<file path="config.mk">
export PLATFORM = sky130hd
export DESIGN_NAME = vga_scan_controller
export DESIGN_NICKNAME = d
export VERILOG_FILES = /design/src/rtl/vga_scan_controller.sv
export SDC_FILE = /design/constraint.sdc
export NUM_CORES = 1
export LEC_CHECK = 0
export ABC_AREA = 1
export CAP_MARGIN = 20
export CORE_ASPECT_RATIO = 0.6
export CORE_MARGIN = 4
export CORE_UTILIZATION = 50
export CTS_CLUSTER_DIAMETER = 120
export CTS_CLUSTER_SIZE = 20
export DETAILED_ROUTE_END_ITERATION = 10
export GPL_TIMING_DRIVEN = 0
export PLACE_DENSITY = 0.76
export SLEW_MARGIN = 0
export SYNTH_ARGS = -nofsm -noshare
export SYNTH_HDL_FRONTEND = slang
export SYNTH_SLANG_ARGS = --single-unit
</file>
<file path="constraint.sdc">
create_clock -name clk -period 1.32 [get_ports clk]
set_input_delay 0.198 -clock clk [delete_from_list [all_inputs] [get_ports clk]]
set_output_delay 0.198 -clock clk [all_outputs]
set_load 0.1 [all_outputs]
</file>
<file path="src/rtl/vga_scan_controller.sv">
// rtl/vga_scan_controller.sv - VGA raster scan timing with pixel-strobe-qualified counters
// Define VGA_FRAME_COUNT_EN to add the 16-bit frame_count output.
module vga_scan_controller #(
  parameter int H_SYNC_TIME    = 96,
  parameter int H_BACK_PROCH   = 48,
  parameter int H_DISPLAY_TIME = 640,
  parameter int H_FRONT_PROCH  = 16,
  parameter int V_SYNC_TIME    = 2,
  parameter int V_BACK_PROCH   = 33,
  parameter int V_DISPLAY_TIME = 480,
  parameter int V_FRONT_PROCH  = 10
) (
  input  logic       clk,
  input  logic       reset,
  input  logic       clk_25Mhz,
  input  logic       run,
  output logic       hsync,
  output logic       vsync,
  output logic       display_enable,
  output logic [9:0] pixel_x,
  output logic [9:0] pixel_y,
  output logic       line_start,
  output logic       frame_start,
  output logic       busy
`ifdef VGA_FRAME_COUNT_EN
  ,
  output logic [15:0] frame_count
`endif
);

  localparam int HT  = H_SYNC_TIME + H_BACK_PROCH + H_DISPLAY_TIME + H_FRONT_PROCH;
  localparam int VT  = V_SYNC_TIME + V_BACK_PROCH + V_DISPLAY_TIME + V_FRONT_PROCH;
  localparam int HCW = $clog2(HT);
  localparam int VCW = $clog2(VT);

  localparam logic [HCW-1:0] H_LAST     = HCW'(HT - 1);
  localparam logic [HCW-1:0] H_SYNC_END = HCW'(H_SYNC_TIME);
  localparam logic [HCW-1:0] H_DISP_BEG = HCW'(H_SYNC_TIME + H_BACK_PROCH);
  localparam logic [HCW-1:0] H_DISP_END = HCW'(H_SYNC_TIME + H_BACK_PROCH + H_DISPLAY_TIME);
  localparam logic [VCW-1:0] V_LAST     = VCW'(VT - 1);
  localparam logic [VCW-1:0] V_SYNC_END = VCW'(V_SYNC_TIME);
  localparam logic [VCW-1:0] V_DISP_BEG = VCW'(V_SYNC_TIME + V_BACK_PROCH);
  localparam logic [VCW-1:0] V_DISP_END = VCW'(V_SYNC_TIME + V_BACK_PROCH + V_DISPLAY_TIME);

  typedef enum logic [1:0] {ST_IDLE, ST_RUN, ST_DRAIN} state_t;

  state_t         r_state, w_state_nxt;
  logic [HCW-1:0] r_h_cnt, w_h_nxt;
  logic [VCW-1:0] r_v_cnt, w_v_nxt;
  logic           r_adv, w_adv;
  logic           w_h_wrap, w_v_wrap, w_busy, w_de, w_ls, w_fs;

  logic           r_hsync, r_vsync, r_de, r_ls, r_fs, r_busy;
  logic [9:0]     r_px, r_py;

  assign w_h_wrap = (r_h_cnt == H_LAST);
  assign w_v_wrap = (r_v_cnt == V_LAST);

  always_comb begin
    w_state_nxt = r_state;
    w_h_nxt     = r_h_cnt;
    w_v_nxt     = r_v_cnt;
    w_adv       = 1'b0;
    if (clk_25Mhz) begin
      case (r_state)
        ST_IDLE: begin
          if (run) begin
            w_state_nxt = ST_RUN;
            w_h_nxt     = '0;
            w_v_nxt     = '0;
            w_adv       = 1'b1;
          end
        end
        default: begin
          w_adv   = 1'b1;
          w_h_nxt = w_h_wrap ? '0 : r_h_cnt + HCW'(1);
          if (w_h_wrap)
            w_v_nxt = w_v_wrap ? '0 : r_v_cnt + VCW'(1);
          // Without run, scanning continues only until the current frame completes.
          if (run)
            w_state_nxt = ST_RUN;
          else if (w_h_wrap && w_v_wrap)
            w_state_nxt = ST_IDLE;
          else
            w_state_nxt = ST_DRAIN;
        end
      endcase
    end
  end

  always_ff @(posedge clk) begin
    if (reset) begin
      r_state <= ST_IDLE;
      r_h_cnt <= '0;
      r_v_cnt <= '0;
      r_adv   <= 1'b0;
    end else begin
      r_state <= w_state_nxt;
      r_h_cnt <= w_h_nxt;
      r_v_cnt <= w_v_nxt;
      r_adv   <= w_adv;
    end
  end

  // Outputs decode the counter one clk after it moved; r_adv marks that fresh value.
  assign w_busy = (r_state != ST_IDLE);
  assign w_de   = w_busy && (r_h_cnt >= H_DISP_BEG) && (r_h_cnt < H_DISP_END)
                         && (r_v_cnt >= V_DISP_BEG) && (r_v_cnt < V_DISP_END);
  assign w_ls   = w_busy && r_adv && (r_h_cnt == '0);
  assign w_fs   = w_ls && (r_v_cnt == '0);

  always_ff @(posedge clk) begin
    if (reset) begin
      r_hsync <= 1'b1;
      r_vsync <= 1'b1;
      r_de    <= 1'b0;
      r_px    <= '0;
      r_py    <= '0;
      r_ls    <= 1'b0;
      r_fs    <= 1'b0;
      r_busy  <= 1'b0;
    end else begin
      r_hsync <= ~(w_busy && (r_h_cnt < H_SYNC_END));
      r_vsync <= ~(w_busy && (r_v_cnt < V_SYNC_END));
      r_de    <= w_de;
      r_px    <= w_de ? 10'(r_h_cnt - H_DISP_BEG) : '0;
      r_py    <= w_de ? 10'(r_v_cnt - V_DISP_BEG) : '0;
      r_ls    <= w_ls;
      r_fs    <= w_fs;
      r_busy  <= w_busy;
    end
  end

  assign hsync          = r_hsync;
  assign vsync          = r_vsync;
  assign display_enable = r_de;
  assign pixel_x        = r_px;
  assign pixel_y        = r_py;
  assign line_start     = r_ls;
  assign frame_start    = r_fs;
  assign busy           = r_busy;

`ifdef VGA_FRAME_COUNT_EN
  logic [15:0] r_frame_count;

  always_ff @(posedge clk) begin
    if (reset)
      r_frame_count <= '0;
    else if (w_fs)
      r_frame_count <= r_frame_count + 16'd1;
  end

  assign frame_count = r_frame_count;
`endif

endmodule

</file>
[Word-level counts from Yosys, hierarchy flattened]
Index checks and enable logic that the tools add are counted.
Widths: inputs -> output; s select.
Word-level totals
  bits of input ports: 4
  register bits: 49
  logic and storage cells: 60
  output and inout port bits: 26
Operators by class
  muxes and demuxes: 12
  bitwise operators: 4
  equal/unequal tests: 3
  order comparisons: 6
  reduce and logical (&&, ||, !) cells: 19
  add/subtract/negate cells: 4
Operators with widths (count)
  $mux 10: 6
  $add 10x1->10 const B: 2
  $eq 10x10->1 const B: 2
  $logic_not 10->1: 2
  $lt 10x10->1 const B: 2
  $ge 10x6->1 const B: 1
  $ge 10x8->1 const B: 1
  $logic_and 1x1->1: 10
  $lt 10x2->1 const B: 1
  $lt 10x7->1 const B: 1
  $sub 10x6->10 const B: 1
  $sub 10x8->10 const B: 1
  $mux 2: 4
  $not 1->1: 4
  $reduce_bool 2->1: 2
  $reduce_or 2->1: 2
  $reduce_and 3->1: 1
  $logic_not 2->1: 1
  $mux 1: 2
  $ne 2x2->1 const B: 1
  $reduce_and 2->1: 1

[Logic depth before layout (Yosys ltp)]
Gate-level depths: netlist of run 1.
  depth in word-level cells: 7
  depth in mapped cells: 10
  mapped depth without buffers: 10

[Worst setup path after synthesis of run 1]
OpenSTA, ideal clock, no wires.
  kind: register to register
  start point: reg r_h_cnt[4]
  end point: reg r_py[5] (netlist: pixel_y[5])
  path buffers: 1
  library setup time: 0.062 ns
  clock period less this slack: 1.455 ns
  data required time: 1.258 ns
  slack: -0.135 ns
  data arrival time: 1.393 ns
  cell stages (with the launch flop): 11
  cell sequence: dfxtp_1 -> inv_1 -> ha_1 -> nand2_1 -> nand2_1 -> nand2_1 -> nor2_1 -> nor2_2 -> nand3_2 -> buf_6 -> nor2_2
Between the ends
  word-level cells in the longest chain between the ends: 7
  elaborated cells on any way between the ends: 8
  classes of those cells: order compare: 2; bitwise: 1; reduce/logical: 5
Ends and longest elaborated chain
  start: declaration: RTL line 48  | logic [HCW-1:0] r_h_cnt, w_h_nxt;
  start signal: assignment: RTL line 99  | r_h_cnt <= w_h_nxt;
  $ge 10x8->1: RTL line 107  | assign w_de = w_busy && (r_h_cnt >= H_DISP_BEG) && (r_h_cnt < H_DISP_END)
  $logic_and 1x1->1: RTL line 107
  $logic_and 1x1->1 (*): RTL line 107
  $logic_and 1x1->1 (*) (2 in series): RTL line 108  | && (r_v_cnt >= V_DISP_BEG) && (r_v_cnt < V_DISP_END);
  $not 1->1 (no line) (*)
  $reduce_or 2->1 (no line) (*)
  end signal: assignment: RTL line 127  | r_py <= w_de ? 10'(r_v_cnt - V_DISP_BEG) : '0;
  end: declaration: RTL line 54  | logic [9:0] r_px, r_py;
Mark *: on every way between the ends. The rest lies on a longest branch, timed or not.
A chain may end at the register's enable or synchronous reset.

[Worst setup path after layout of run 1]
  start point: reg r_h_cnt[4]
  end point: reg r_py[2] (netlist: pixel_y[2])
The elaborated chain is that of the path after synthesis.

==> results of run 1 <==
## cell usage in the layout (no fill, tap or decap), types with 2 or more instances in the layout
cell type | netlist | routed
nand2_8 | 0 | 3
nand2_1 | 76 | 69
a21oi_1 | 4 | 4
nand4_1 | 4 | 4
clkbuf_1 | 1 | 2
nand3_4 | 0 | 3
inv_1 | 48 | 38
xor2_1 | 13 | 13
nor3_2 | 1 | 3
ha_4 | 0 | 4
nor2_2 | 22 | 12
dfxtp_1 | 49 | 36
buf_4 | 1 | 21
clkdlybuf4s50_1 | 0 | 2
nand3_1 | 32 | 31
nand2_4 | 2 | 3
nand2_2 | 5 | 8
buf_2 | 0 | 26
dfxtp_2 | 0 | 10
nor2_4 | 8 | 24
dfxtp_4 | 0 | 3
buf_6 | 4 | 4
buf_8 | 0 | 2
clkbuf_8 | 0 | 5
nor2_1 | 46 | 40
inv_4 | 0 | 3
nor3_1 | 5 | 3
inv_2 | 2 | 9
ha_2 | 0 | 2
## per-stage QoR
step / instances / setup TNS (ns) / hold WS [ns]
after floorplan: 341 / -0.04458 / 0.2671
after global placement: 433 / -19.84 / 0.4711
after detailed placement: 433 / -20.71 / 0.4710
after CTS: 457 / -2.435 / 0.3636
after global routing: 465 / -9.368 / 0.3796
final: 465 / -4.816 / 0.3610
## cell families after synthesis
| logic type | synth area share |
|---|---|
| simple gates | 0.3977 |
| buf+inv | 0.09730 |
| flops | 0.3912 |
| xor+xnor | 0.04890 |
| compound gates | 0.02994 |
| fa+ha+maj | 0.03493 |
## per-layer routing
metal | track usage | vias to the layer above | wire, µm
li1 | - | 1159 | -
met1 | 0.2932 | 1103 | 3130
met2 | 0.2876 | 115 | 2974
met3 | 0.04682 | 16 | 619
met4 | 0.06303 | 0 | 113
met5 | 0 | - | 0
## sequential cells by signal (all words and copies together) (netlist names)
| signal | cells |
|---|---|
| display_enable | 1 |
| r_v_cnt | 10 |
| r_h_cnt | 10 |
| pixel_y | 10 |
| vsync | 1 |
| frame_start | 1 |
| busy | 1 |
| pixel_x | 10 |
| line_start | 1 |
| r_state | 2 |
| hsync | 1 |
| r_adv | 1 |
## final timing paths
| check | startpoint | to | slack (ns) |
|---|---|---|---|
| worst max-delay path | r_h_cnt[4] | pixel_y[2] | -0.16 |
| worst min-delay path | reset | r_state[0] | 0.36 |
| worst max register to register | r_h_cnt[4] | pixel_y[2] | -0.16 |
| worst min register to register | r_state[0] | r_state[0] | 0.49 |
## worst reg2reg max path: stages (launching register included)
cell,delay [ns]
dfxtp_4,0.40
inv_4,0.05
ha_4,0.17
nand2_2,0.06
nand2_2,0.05
nand2_2,0.07
nor2_2,0.04
nor2_2,0.15
nand3_4,0.17
clkbuf_16,0.21
nor2_2,0.07
## power breakdown
group,total [W],internal [W],switching (W)
sequential,0.00152,0.00149,0.0000238
clock,0.000913,0.000379,0.000534
combinational,0.000350,0.000122,0.000228
## cell type report
type | instances | area [µm²]
Buffer | 6 | 67.56
Fill cell | 351 | 1344
Sequential cell | 49 | 1005
Inverter | 50 | 195.2
Clock inverter | 2 | 13.76
Timing Repair Buffer | 53 | 380.4
Tap cell | 63 | 78.83
Clock buffer | 6 | 72.57
Multi-Input combinational cell | 236 | 1550
## what timing repair did
item | in CTS | in global routing
pin swaps | 14 | 15
hold buffers | 0 | 0
buffers inserted | 15 | 7
resized for setup | 169 | 40
endpoints found under the setup margin | 69 | 44
gates cloned | 1 | 1
==> qor.csv, run 1 <==
metric;value;unit
width of the die;99.42;µm
Wirelength per Cell;14.70;µm
CP max-delay cell;dfxtp_4;
Ports;30;
cells along the critical path;inv_4 > ha_4 > nand2_2 > nand2_2 > nand2_2 > nor2_2 > nor2_2 > nand3_4 > clkbuf_16 > nor2_2;
area fraction of the dominant cell type after synthesis;0.3912;
layout cells sized above 1;0.3856;
min Tclk post-route;1.484;ns
fin nets;412;
CTS clock-pin slew for the worst setup and hold paths;0.10;ns
max incr delay on CP;0.40;ns
core area;0.004707;mm²
Sink Count;49;
Crit. End Element;flop;
register area share after synthesis;0.3912;
Slew Limit Fails;0;
Critical Path Start Type;flop;
Net Count, Synth;352;
Post-Route Skew;0.01221;ns
Final GP Congestion;0.8831;
number of global-route vias before repair;2064;
P&R area growth vs syn;34.13;%
Post-Synthesis Cell Area;0.002507;mm²
Die Area;0.006249;mm²
delay-heaviest family, CP;simple AND/OR/NAND/NOR gates;
hold depth;2;
Reg2Reg Depth;10;
post-synthesis cell count;341;
Area after DPL;0.002914;mm²
top_reg_cell synth;dfxtp_1;
CP Max Fanout;5;
Final Util;0.7145;
clk buf depth;2;
Num CTS Buffers;5;
final worst slack;-0.1635;ns
setup violators final;42;
DR vias;2393;
synth unique cells;28;
cell depth of the worst setup path;10;
maximum VDD drop;0.4955;mV
antenna cells;0;
failing checks;setup timing;
FMAX;0.6741;GHz
WP data arrival;1.75;ns
Area contributors post-synth;dfxtp_1, nand2_1, inv_1, nor2_1, nand3_1;
clk_lat worst skew;0.32;ns
Async SR Flop Fraction;0;
CTS tree;yes;
H-tree depth;2;
row count;19;
max-cap violations;0;
worst path bufs/invs;2;
WP data required;1.59;ns
warnings from Yosys;0;
Max transition margin;0.6762;
Pwr Density;827.3;mW/mm²
outcome;finished with violations;
Iter 0 DRT Violations;186;
Least-Margin Pin Slew;0.4890;ns
largest net degree at the start of global routing;16;
FF+latch count, synth;49;
RSZ-0062 raised after global routing;true;
Worst Hold Class;in2reg;
post-detail-place hpwl;3.962;mm
first-pass GRT wire length;9.970;mm
# DRC;0;
root buf cell;clkbuf_8;
ANT nets after route;0;
IO buf count;29;
CP Class;reg2reg;
list of most frequent post-synthesis cells;nand2_1, dfxtp_1, inv_1, nor2_1, nand3_1;
die height;62.86;µm
count leader, synth;nand2_1;
P_leak;1.518;nW
drt via density;5.146;
Final Hold Viols;0;
GRT overflow;0;
initial antenna violation count;0;
Global Route Usage Sum;0.2003;
final instance area;0.003363;mm²
final wirelength;6.837;mm
pre-CTS setup slack;-0.3983;ns
post-synth top area cell;dfxtp_1;
mean area per synthesized cell;7.353;µm²
first-pass iteration count of the detailed router;5;
final critical-path share of the clock period;1.124;
total power;0.002782;W
initial core utilization;0.5327;
number of flops mapped to enable cells by yosys;0;
Power figures use the tool's default switching activity.
==> run 2: changes to the inputs <==
--- a/config.mk
+++ b/config.mk
@@ -9,12 +9,12 @@
 export CAP_MARGIN = 20
 export CORE_ASPECT_RATIO = 0.6
 export CORE_MARGIN = 4
-export CORE_UTILIZATION = 50
+export CORE_UTILIZATION = 41
 export CTS_CLUSTER_DIAMETER = 120
 export CTS_CLUSTER_SIZE = 20
 export DETAILED_ROUTE_END_ITERATION = 10
 export GPL_TIMING_DRIVEN = 0
-export PLACE_DENSITY = 0.76
+export MAX_ROUTING_LAYER = met4
 export SLEW_MARGIN = 0
 export SYNTH_ARGS = -nofsm -noshare
 export SYNTH_HDL_FRONTEND = slang
==> run 2 against run 1 <==
Against the previous run: the run still ends with setup timing left; final cell count up 4.3%; setup slack got worse by 0.032 ns; clock power is 5.7% lower; via count down 3.8%; flip-flop and latch count stayed put; critical path depth is 1 higher; non-clock buffer count up 2; register-to-register slack worse by 0.03 ns; clock-buffer cell count did not move; core utilization is 11 points lower; clock skew decreased by 0.0032 ns.
==> qor.csv, run 2 (synthesis results as in run 1) <==
metric;value;unit;change
crit path from;r_h_cnt[4];;
Final GP Congestion;0.8804;;-0.31%
clk buf depth;2;;unchanged
width of the die;109.0;µm;+9.6%
max-cap violations;0;;unchanged
root buf cell;clkbuf_8;;
number of global-route vias before repair;2100;;+1.7%
worst r2r src;r_h_cnt[4];;
Global Route Usage Sum;0.1883;;-0.01198
final wirelength;6.411;mm;-6.2%
GRT overflow;0;;unchanged
Final Non-Filler Cells;485;;+4.3%
row count;21;;+2
drt via density;4.748;;-7.7%
Final Hold Viols;0;;unchanged
dpl cells;450;;+3.9%
Ports;30;;unchanged
fin nets;416;;+0.97%
# DRC;0;;unchanged
P&R area growth vs syn;38.22;%;
final worst slack;-0.1955;ns;-0.03198 ns
WP data arrival;1.76;ns;about the same
Area after DPL;0.002935;mm²;+0.73%
fillers;528;;+50%
initial core utilization;0.4357;;-0.09695
CTS tree;yes;;
max incr delay on CP;0.40;ns;about the same
CTS clock-pin slew for the worst setup and hold paths;0.09;ns;about the same
outcome;finished with violations;;
Max transition margin;0.6735;;-0.002720
DR vias;2303;;-3.8%
final critical-path share of the clock period;1.148;;+0.02423
die height;68.58;µm;+9.1%
most frequent cells in the layout;nand2_1, nor2_1, inv_1, dfxtp_1, nand3_1;;
FMAX;0.6598;GHz;-2.1%
P_leak;1.558;nW;+2.6%
Iter 0 DRT Violations;229;;+23%
post-detail-place hpwl;4.183;mm;+5.6%
Multi-input gate area;0.001578;mm²;+1.8%
Wirelength per Cell;13.22;µm;-10%
min Tclk post-route;1.516;ns;+0.03198 ns
ANT nets after route;0;;unchanged
failing checks;setup timing;;
commonest non-fill, non-tap cell in the layout;nand2_1;;
initial antenna violation count;0;;unchanged
IO buf count;29;;unchanged
RSZ-0062 raised after global routing;true;;
Sink Count;49;;unchanged
Least-Margin Pin Slew;0.4931;ns;+0.004109 ns
Pwr Density;796.3;mW/mm²;-3.7%
Final Util;0.6023;;-0.1122
maximum VDD drop;0.4191;mV;-15%
Crit. End Element;flop;;
H-tree depth;2;;unchanged
Slew Limit Fails;0;;unchanged
delay-heaviest family, CP;simple AND/OR/NAND/NOR gates;;
CP max-delay cell;dfxtp_4;;
setup violators final;41;;-2.4%
CP Class;reg2reg;;
final instance area;0.003466;mm²;+3.1%
first-pass iteration count of the detailed router;5;;unchanged
antenna cells;0;;unchanged
worst path bufs/invs;3;;+1
Worst Hold Class;reg2reg;;
Num CTS Buffers;5;;unchanged
Hold Startpoint;r_state[0];;
first-pass GRT wire length;10.43;mm;+4.6%
cells along the critical path;inv_4 > ha_4 > nand2_2 > nand2_2 > nand2_1 > nor2_1 > nor2_2 > nand3_4 > buf_12 > buf_8 > nor2_2;;
largest net degree at the start of global routing;15;;-1
clk_lat worst skew;0.30;ns;-0.02 ns
Post-Route Skew;0.008992;ns;-0.003222 ns
total power;0.002760;W;-0.81%
layout cells sized above 1;0.4123;;+0.02677
register area;0.001011;mm²;+0.62%
Critical Path Start Type;flop;;
Die Area;0.007472;mm²;+20%
WP data required;1.56;ns;-0.03 ns
CP Max Fanout;5;;unchanged
core area;0.005754;mm²;+22%
==> run 2: cell count changes in the layout (fill, tap and decap cells not counted), moves of 2 or more <==
cell,previous run,this run
nand2_2,8,11
ha_4,4,6
dfxtp_4,3,5
nor2_4,24,16
ha_2,2,0
nor2_2,12,23
inv_1,38,36
nor2_1,40,37
nand2_1,69,66
==> run 2: power breakdown <==
group	switching, W	internal (W)	total, W
registers	0.0000241	0.00149	0.00152
clock network	0.000492	0.000368	0.000861
logic	0.000243	0.000140	0.000383
==> run 2: stage by stage <==
step / hold slack, ns / setup TNS, ns / worst slack, ns
floorplan: 0.2671 / -0.04458 / -0.005668
global placement: 0.4815 / -20.09 / -0.3768
detailed placement: 0.4817 / -20.50 / -0.3859
CTS: 0.4955 / -3.574 / -0.1208
global route: 0.5068 / -8.037 / -0.2706
finish: 0.4866 / -5.137 / -0.1955
==> run 2: final timing paths <==
path           endpoint  slack, ns  cells after the start
max          pixel_x[0]      -0.20                     11
min          r_state[0]       0.49                      2
max reg2reg  pixel_x[0]      -0.20                     11
min reg2reg  r_state[0]       0.49                      2
==> run 2: worst register-to-register path, delay by kind of cell, from the launching register on <==
| kind | cells | cell delay, ns |
|---|---|---|
| fa+ha+maj | 1 | 0.17 |
| flops | 1 | 0.40 |
| simple gates | 7 | 0.57 |
| buf+inv | 3 | 0.34 |
==> run 2: timing repair <==
action                                 CTS  global route
cloned                                   3             1
buffers inserted                        17             7
hold buffers                             0             0
setup endpoints to repair               68            43
pin swaps                               22            29
endpoints found under the hold margin    0             0
gates resized for setup                179            43
==> run 2: per-layer routing <==
layer | wire [µm] | part of all wire | up-vias | global-route usage
met1 | 3418 | 0.53 | 1047 | 0.2784
met4 | 24 | 0.0037 | 0 | 0.03937
met2 | 2460 | 0.38 | 79 | 0.2492
met3 | 508 | 0.079 | 2 | 0.05395
li1 | - | - | 1175 | -
met5 | 0 | 0 | - | -
==> run 2: cell type report <==
class / count / area share
Inverter: 50 / 0.05848
Buffer: 6 / 0.02094
Multi-Input combinational cell: 238 / 0.4552
Clock inverter: 1 / 0.002527
Timing Repair Buffer: 55 / 0.1213
Sequential cell: 49 / 0.2917
Tap cell: 80 / 0.02888
Clock buffer: 6 / 0.02094
